[src/rtl/la_arb3rr_pkg.sv]
// Shared types and helpers for the la_arb3rr round-robin arbiter.
// Holds the IDLE/BUSY state encoding and the hold-counter width rule.
package la_arb3rr_pkg;

  typedef enum logic {
    ST_IDLE = 1'b0,
    ST_BUSY = 1'b1
  } state_t;

  function automatic int cnt_width(input int maxhold);
    int w;
    w = $clog2(maxhold + 1);
    return (w < 1) ? 1 : w;
  endfunction

endpackage

[src/rtl/la_arb3rr_rrpick.sv]
// Combinational rotate-priority picker: first set bit of cand searching
// upward from (last+1) mod N with wrap-around.
module la_rrpick #(
  parameter int N  = 3,
  parameter int IW = 2
) (
  input  logic [N-1:0]  cand,
  input  logic [IW-1:0] last,
  output logic [N-1:0]  win_oh,
  output logic [IW-1:0] win_id,
  output logic          any
);

  always_comb begin
    int idx;
    logic [IW-1:0] idx_w;
    win_oh = '0;
    win_id = '0;
    any    = 1'b0;
    idx    = 0;
    idx_w  = '0;
    for (int k = 1; k <= N; k++) begin
      idx = int'(last) + k;
      if (idx >= N) idx = idx - N;
      idx_w = IW'(idx);
      if (!any && cand[idx_w]) begin
        any           = 1'b1;
        win_oh[idx_w] = 1'b1;
        win_id        = idx_w;
      end
    end
  end

endmodule

[src/rtl/la_arb3rr.sv]
// Round-robin arbiter with enable-gated, registered, lockable grant.
// The holder keeps the resource until done, withdraw, or hold-limit preempt.
module la_arb3rr
  import la_arb3rr_pkg::*;
#(
  parameter int    N       = 3,
  parameter int    MAXHOLD = 0,
  parameter string PROP    = "DEFAULT"
) (
  input  logic                 clk,
  input  logic                 reset,
  input  logic                 en,
  input  logic [N-1:0]         req,
  input  logic                 done,
  output logic [N-1:0]         grant,
  output logic                 gnt_valid,
  output logic [$clog2(N)-1:0] gnt_id,
  output logic                 busy
);

  localparam int IW = $clog2(N);
  localparam int CW = cnt_width(MAXHOLD);

  // PROP is carried for netlist annotation only.
  if (PROP == "") begin : g_prop_empty
  end

  state_t          state_q, state_d;
  logic [N-1:0]    grant_q, grant_d;
  logic [IW-1:0]   id_q, id_d;
  logic [IW-1:0]   last_q, last_d;
  logic [CW-1:0]   cnt_q, cnt_d;

  logic            withdraw, preempt, release_c;
  logic [N-1:0]    cand;
  logic [N-1:0]    pick_oh;
  logic [IW-1:0]   pick_id;
  logic            pick_any;

  la_rrpick #(.N(N), .IW(IW)) u_pick (
    .cand   (cand),
    .last   (last_q),
    .win_oh (pick_oh),
    .win_id (pick_id),
    .any    (pick_any)
  );

  always_comb begin
    withdraw  = (state_q == ST_BUSY) && !(|(req & grant_q));
    preempt   = (MAXHOLD != 0) && (state_q == ST_BUSY) &&
                (cnt_q == CW'(MAXHOLD)) && (|(req & ~grant_q));
    release_c = done || withdraw || preempt;
    // The holder's own bit is only dropped from the candidates when it withdrew.
    cand      = en ? (req & ~(withdraw ? grant_q : '0)) : '0;
  end

  always_comb begin
    state_d = state_q;
    grant_d = grant_q;
    id_d    = id_q;
    last_d  = last_q;
    cnt_d   = cnt_q;
    case (state_q)
      ST_IDLE: begin
        if (pick_any) begin
          state_d = ST_BUSY;
          grant_d = pick_oh;
          id_d    = pick_id;
          last_d  = pick_id;
          cnt_d   = CW'(1);
        end
      end
      ST_BUSY: begin
        if (release_c) begin
          if (pick_any) begin
            grant_d = pick_oh;
            id_d    = pick_id;
            last_d  = pick_id;
            cnt_d   = CW'(1);
          end else begin
            state_d = ST_IDLE;
            grant_d = '0;
            id_d    = '0;
            cnt_d   = '0;
          end
        end else if ((MAXHOLD != 0) && (cnt_q != CW'(MAXHOLD))) begin
          cnt_d = cnt_q + CW'(1);
        end
      end
      default: state_d = ST_IDLE;
    endcase
  end

  always_ff @(posedge clk) begin
    if (reset) begin
      state_q <= ST_IDLE;
      grant_q <= '0;
      id_q    <= '0;
      last_q  <= IW'(N - 1);
      cnt_q   <= '0;
    end else begin
      state_q <= state_d;
      grant_q <= grant_d;
      id_q    <= id_d;
      last_q  <= last_d;
      cnt_q   <= cnt_d;
    end
  end

  assign grant     = grant_q;
  assign gnt_id    = id_q;
  assign gnt_valid = |grant_q;
  assign busy      = (state_q == ST_BUSY);

endmodule

[config.mk]
export PLATFORM = sky130hd
export DESIGN_NAME = la_arb3rr
export DESIGN_NICKNAME = d
export VERILOG_FILES = /design/src/rtl/la_arb3rr_pkg.sv /design/src/rtl/la_arb3rr_rrpick.sv /design/src/rtl/la_arb3rr.sv
export SDC_FILE = /design/constraint.sdc
export NUM_CORES = 1
export LEC_CHECK = 0
export CAP_MARGIN = 20
export CORE_MARGIN = 2
export CORE_UTILIZATION = 30
export DETAILED_ROUTE_END_ITERATION = 8
export SLEW_MARGIN = 20
export SYNTH_ARGS = -nofsm -noshare
export SYNTH_HDL_FRONTEND = slang
export SYNTH_HIERARCHICAL = 1
export SYNTH_SLANG_ARGS = --single-unit
[constraint.sdc]
create_clock -name clk -period 3.4 [get_ports clk]
set_clock_uncertainty 0.15 [all_clocks]
set_input_delay 0.68 -clock clk [delete_from_list [all_inputs] [get_ports clk]]
set_output_delay 0.68 -clock clk [all_outputs]
set_load 0.01 [all_outputs]
==> summary.txt, run 1 <==
Clocking
  • Clock sink count: 8
  • H-tree levels: 1
  • TritonCTS clock tree: built
  • CTS Buffer Depth: 2
  • Clk Latency, worst-skew pair: 0.25 ns
  • Clock root cell: clkbuf_4
  • Hold-fix buffers, CTS: 0
  • Post-CTS sizing: 0
  • Cts bufs inserted: 3
  • Clock transition at path regs: 0.05 ns
  • Post-CTS setup buffers: 0

Layout
  • Layout cells sized above 1: 14.9%
  • Fin util: 38.9%
  • Diode count: 0
  • Area Growth Syn to Fin: 26.1%
  • Fill count: 238
  • Area of the multi-input gates: 554 um^2
  • Design area: 938 um^2
  • Register cell area after layout: 160 um^2
  • Layout Nets: 116

Drt
  • Routed wire length: 1710 um
  • Antenna-violating nets left: 0
  • Drt first pass iters: 4
  • Initial DRC count: 22
  • Routed WL per cell: 13.1 um
  • Via Count: 678
  • DR vias/cell: 5.18
  • DRC: 0

Global route
  • Largest net degree at the start of global routing: 10
  • GRT overflow: 0
  • Initial antenna violation count: 0
  • Vias in the first global route: 641
  • Tot GR Track Use: 13.6%
  • First-pass GRT wire length: 2820 um

Timing
  • RSZ-0062 raised after global routing: false
  • Min Hold Slack: 0.327 ns
  • Fin crit period: 2.78 ns
  • Slew Viols, Final: 0
  • Fin. Hold Viols: 0
  • TNS Setup: 0 ns
  • Worst rel slew slack: 64.5%
  • Worst-Margin Slew: 0.532 ns
  • Period Utilization, post-route: 81.9%
  • Setup Viol. Count Final: 0
  • FMAX: 359 MHz

Setup path
  • Critical Path End Type: register
  • WP data required: 3.44 ns
  • Worst EP arrival: 2.83 ns
  • CP max FO: 8
  • CP Launch Type: input pin
  • CP Class: in -> reg

Floorplanning
  • Row cnt: 18
  • Die W: 53.8 um
  • Die Footprint: 2900 um^2
  • Core region area: 2410 um^2
  • Starting Density: 30.9%
  • Die Ht: 53.8 um
  • IO Pins: 14

Place
  • Gpl congestion: 0.889
  • Post-DP HPWL: 1360 um
  • Port Buffer Count: 13
  • Placed cell areas: 916 um^2

Synth
  • Mapped Area: 744 um^2
  • Post-Syn Nets: 97
  • Synthesized flop and latch total: 8
  • Yosys top cell area share: 21.5%
  • Synth Area per Inst: 8.86 um^2
  • Count leader, synth: dfxtp_1
  • Ys flop type: dfxtp_1
  • Sequential area share after synthesis: 21.5%
  • Synth cell types: 39
  • Cell taking the most area after synthesis: dfxtp_1
  • Async SR Flop Fraction: 0%
  • Synth cell count leaders: dfxtp_1 (8), nor2_1 (7), a22o_1 (6), ha_1 (6)
  • Synth warnings: 6
  • Synth top area cells: dfxtp_1 (22%), ha_1 (10%), a22o_1 (7.1%)
  • Post-synth EDFFs: 0
  • Synth Instances: 84

Power
  • Power density over the cells: 802 nW/um^2
  • Worst VDD drop: 0.389 mV
  • Net Sw Power: 0.000334 W
  • P_leak: 0.384 nW
  • Internal power: 0.000418 W
  • Switch share: 44.4%
  • Clock power frac: 9.5%
  • Reg power frac: 21.0%
  • Combinational share of power: 69.5%

Run status
  • Outcome: finished, final reports clean

Flow run
  • Max_cap viols: 0

Worst hold path
  • Hold Path Class: reg -> reg
[cells by family after synthesis]
kind of cell	share of synthesized area [%]
AO/OA/AOI/OAI	31.6
flip-flops	21.5
AND/OR/NAND/NOR	20.3
adder cells (fa/ha/maj)	10.1
buffers and inverters	4.03
multiplexers	12.4
[metrics by stage]
step                      power [W]  setup slack, ns  std cells
after CTS                  0.000754            0.621        131
after global routing       0.000814            0.465        131
after detailed placement   0.000678            0.369        128
after global placement     0.000684            0.394        128
after floorplan            0.000537            0.884         84
final                      0.000753            0.616        131
[power by group through the flow]
stage,logic (W),registers [W],clock network [W]
after detailed placement,0.000518,0.000160,0
after global routing,0.000570,0.000164,0.0000795
after CTS,0.000521,0.000158,0.0000746
after global placement,0.000524,0.000160,0
final,0.000523,0.000158,0.0000714
after floorplan,0.000365,0.000172,0
[critical path, cell delays in order]
cell and delay [ns]:
clkdlybuf4s50_1 0.43, and2_2 0.26, mux2_4 0.30, mux2i_4 0.15, nand2_1 0.13, mux2_4 0.29
a311oi_2 0.40, a22o_1 0.19
[state kept, by name, indices dropped and copies added (netlist names)]
| register | cells |
|---|---|
| grant | 3 |
| last_q | 2 |
| gnt_id | 2 |
| busy | 1 |
[layer usage]
metal  global-route usage, %  vias up  share of wire [%]
met1                    18.8      316                 46
met2                    20.7       15                 48
met3                    2.50        2                5.1
met5                       0        -                  0
met4                    5.13        0               0.70
li1                        -      345                  -
[cell type report]
type / instances / share of cell area (%)
Multi-Input combinational cell: 70 / 59.1
Tap cell: 30 / 4.00
Inverter: 5 / 2.00
Sequential cell: 8 / 17.1
Timing Repair Buffer: 15 / 15.5
Clock buffer: 3 / 2.40
[worst paths after layout]
kind	from	endpoint	slack [ns]	cells past startpoint
max	en	gnt_id[1]	0.62	8
min	gnt_id[0]	gnt_id[0]	0.33	1
max reg2reg	last_q[1]	gnt_id[1]	0.74	9
min reg2reg	gnt_id[0]	gnt_id[0]	0.33	1
[layout by cell type, fill, tap and decap left out, types with 2 or more instances in the layout]
cell / synthesis / routed
buf_4: 0 / 2
clkbuf_4: 0 / 3
nand2_1: 5 / 5
mux2i_1: 4 / 4
nand3_1: 2 / 2
clkdlybuf4s50_1: 0 / 13
o21ai_2: 2 / 2
nor2_1: 7 / 7
inv_1: 4 / 4
and2_1: 2 / 2
ha_1: 6 / 6
nor2b_1: 2 / 2
dfxtp_1: 8 / 8
o21ai_0: 5 / 5
mux2_4: 2 / 2
o21a_1: 2 / 2
nand2b_1: 2 / 2
a22o_1: 6 / 6
nand3b_1: 2 / 2
(Power assumes the default switching activity.)
==> inputs of run 2 (changes only) <==
==> constraint.sdc (replaced) <==
create_clock -name clk -period 2.9 [get_ports clk]
set_clock_uncertainty 0.15 [all_clocks]
set_input_delay 0.58 -clock clk [delete_from_list [all_inputs] [get_ports clk]]
set_output_delay 0.58 -clock clk [all_outputs]
set_load 0.01 [all_outputs]
==> run 2 against run 1 <==
  * Clock power rose by 18%
  * Largest power group unchanged
  * Cell count rose by 3.1%
  * Via count rose by 5.9%
  * Die area did not move
  * Combinational power rose by 22%
  * Sequential share of layout area fell by 0.53 points
  * First-iteration DRC count fell by 18%
  * Clock-buffer cell count did not move
==> summary.txt, run 2 (same netlist as run 1, synthesis figures left out) <==
Clocking
  • Cts bufs inserted: 3 (unchanged)
  • Hold-fix buffers, CTS: 0 (unchanged)
  • Clock transition at path regs: 0.05 ns (about the same)
  • H-tree levels: 1 (unchanged)
  • Post-CTS setup buffers: 0 (unchanged)
  • TritonCTS clock tree: built
  • Post-CTS sizing: 0 (unchanged)
  • Clock sink count: 8 (unchanged)
  • Clock root cell: clkbuf_4
  • Clk Latency, worst-skew pair: 0.25 ns (about the same)
  • CTS Buffer Depth: 2 (unchanged)

Drt
  • Initial DRC count: 18 (-18%)
  • Via Count: 718 (+5.9%)
  • Routed WL per cell: 13.3 um (+1.9%)
  • DR vias/cell: 5.32 (+2.8%)
  • DRC: 0 (unchanged)
  • Routed wire length: 1800 um (+5.0%)
  • Antenna-violating nets left: 0 (unchanged)
  • Drt first pass iters: 4 (unchanged)

Place
  • Post-DP HPWL: 1440 um (+6.1%)
  • Placed cell areas: 946 um^2 (+3.3%)
  • Pre-CTS WS: -0.00178 ns (-0.371 ns)
  • Port Buffer Count: 13 (unchanged)
  • Gpl congestion: 0.851 (-4.2%)

Global route
  • Met1 Resource Use GR: 18.2% (-0.67 points)
  • Vias in the first global route: 647 (+0.94%)
  • GRT overflow: 0 (unchanged)
  • Met3 usage: 3.61% (+1.1 points)
  • Initial antenna violation count: 0 (unchanged)
  • Tot GR Track Use: 13.8% (+0.17 points)
  • GR peak layer: met2
  • Largest net degree at the start of global routing: 10 (unchanged)
  • First-pass GRT wire length: 2900 um (+2.9%)
  • Met2 usage: 21.7% (+1.0 points)

Timing
  • RSZ-0062 raised after global routing: false
  • Worst rel slew slack: 66.6% (+2.1 points)
  • Final setup margin: 0.272 ns (-0.344 ns)
  • Slew Viols, Final: 0 (unchanged)
  • Fin crit period: 2.63 ns
  • Setup Viol. Count Final: 0 (unchanged)
  • FMAX: 380 MHz
  • Period Utilization, post-route: 90.6%
  • Worst-Margin Slew: 0.501 ns (-0.0315 ns)
  • Fin. Hold Viols: 0 (unchanged)

Layout
  • Commonest non-fill, non-tap cell in the layout: clkdlybuf4s50_1
  • Diode count: 0 (unchanged)
  • Design area: 968 um^2 (+3.2%)
  • Fin util: 40.2% (+1.2 points)
  • Layout cells sized above 1: 18.1% (+3.2 points)
  • Area Growth Syn to Fin: 30.1%
  • Most frequent cells in the layout: clkdlybuf4s50_1 (13), dfxtp_1 (8), nor2_1 (7)
  • Largest register FFs: 3 (unchanged)
  • Layout Nets: 120 (+3.4%)

Run status
  • Outcome: finished, final reports clean

Setup path
  • Worst r2r path cells: 9 (unchanged)
  • Reg-to-reg startpoint: last_q[1]
  • CP Launch Type: input pin
  • Flop-to-flop setup slack: 0.30 ns (-0.44 ns)
  • Critical Path End Type: register
  • WP data required: 2.94 ns (-0.50 ns)
  • RR Endpoint: gnt_id[1]
  • Worst EP arrival: 2.67 ns (-0.16 ns)
  • CP Class: in -> reg
  • CP max FO: 5 (-3)

Floorplanning
  • Die Footprint: 2900 um^2 (unchanged)
  • Starting Density: 30.9% (unchanged)
  • IO Pins: 14 (unchanged)
  • Die Ht: 53.8 um (unchanged)
  • Core region area: 2410 um^2 (unchanged)
  • Die W: 53.8 um (unchanged)
  • Row cnt: 18 (unchanged)

Power
  • Worst VDD drop: 0.500 mV (+28%)
  • Internal power: 0.000510 W (+22%)
  • P_leak: 0.404 nW (+5.3%)
  • Switch share: 44.0% (-0.40 points)
  • Reg power frac: 20.5% (-0.5 points)
  • Net Sw Power: 0.000401 W (+20%)
  • Power density over the cells: 940 nW/um^2 (+17%)
  • Combinational share of power: 70.3% (+0.8 points)
  • Clock power frac: 9.2% (-0.3 points)

Worst hold path
  • HP Start: gnt_id[1]
  • Hold path cells: 1 (unchanged)
  • Worst hold endpoint: gnt_id[1]
  • Hold Path Class: reg -> reg

Flow run
  • Max_cap viols: 0 (unchanged)
[run 2: power by group through the flow]
stage	sequential [W]	clock, W	combinational (W)
6_report	0.000187	0.0000839	0.000640
5_1_grt	0.000193	0.0000902	0.000696
4_1_cts	0.000187	0.0000876	0.000639
3_5_place_dp	0.000189	0	0.000637
3_3_place_gp	0.000188	0	0.000634
2_1_floorplan	0.000202	0	0.000428
[run 2: final cells by class]
type / instances / area [um^2]
clock buffer: 3 / 22.5
tap: 30 / 37.5
timing repair buffer: 19 / 175
sequential: 8 / 160
fill: 240 / 1440
multi-input combinational: 70 / 554
inverter: 5 / 18.8
[run 2: critical path, stage by stage]
cell	delay, ns
clkdlybuf4s50_1	0.44
and2_1	0.21
mux2_4	0.30
mux2i_4	0.17
nand2_1	0.10
mux2_4	0.28
a311oi_2	0.40
a22o_1	0.19
[run 2: metal layers]
| metal | vias to the layer above | part of all wire, % |
|---|---|---|
| met3 | 0 | 4.7 |
| li1 | 357 | - |
| met2 | 15 | 49 |
| met4 | 0 | 0 |
| met1 | 346 | 47 |
| met5 | - | 0 |
[run 2: worst max path at each step]
stage,from,to,slack [ns],cells past startpoint
finish,req[0],gnt_id[1],0.27,8
global placement,en,gnt_id[0],0.06,8
CTS,req[0],gnt_id[0],0.27,8
global route,last_q[1],gnt_id[0],0.12,9
floorplan,last_q[0],gnt_id[0],0.38,10
detailed placement,req[0],grant[0],-0.002,8
[run 2: stage by stage]
stage          instances  hold slack, ns  setup TNS [ns]  power [W]
4_1_cts              135           0.330               0   0.000914
5_1_grt              135           0.342               0   0.000980
3_5_place_dp         132           0.312        -0.00178   0.000825
2_1_floorplan         84           0.361               0   0.000630
3_3_place_gp         132           0.318               0   0.000822
6_report             135           0.328               0   0.000911
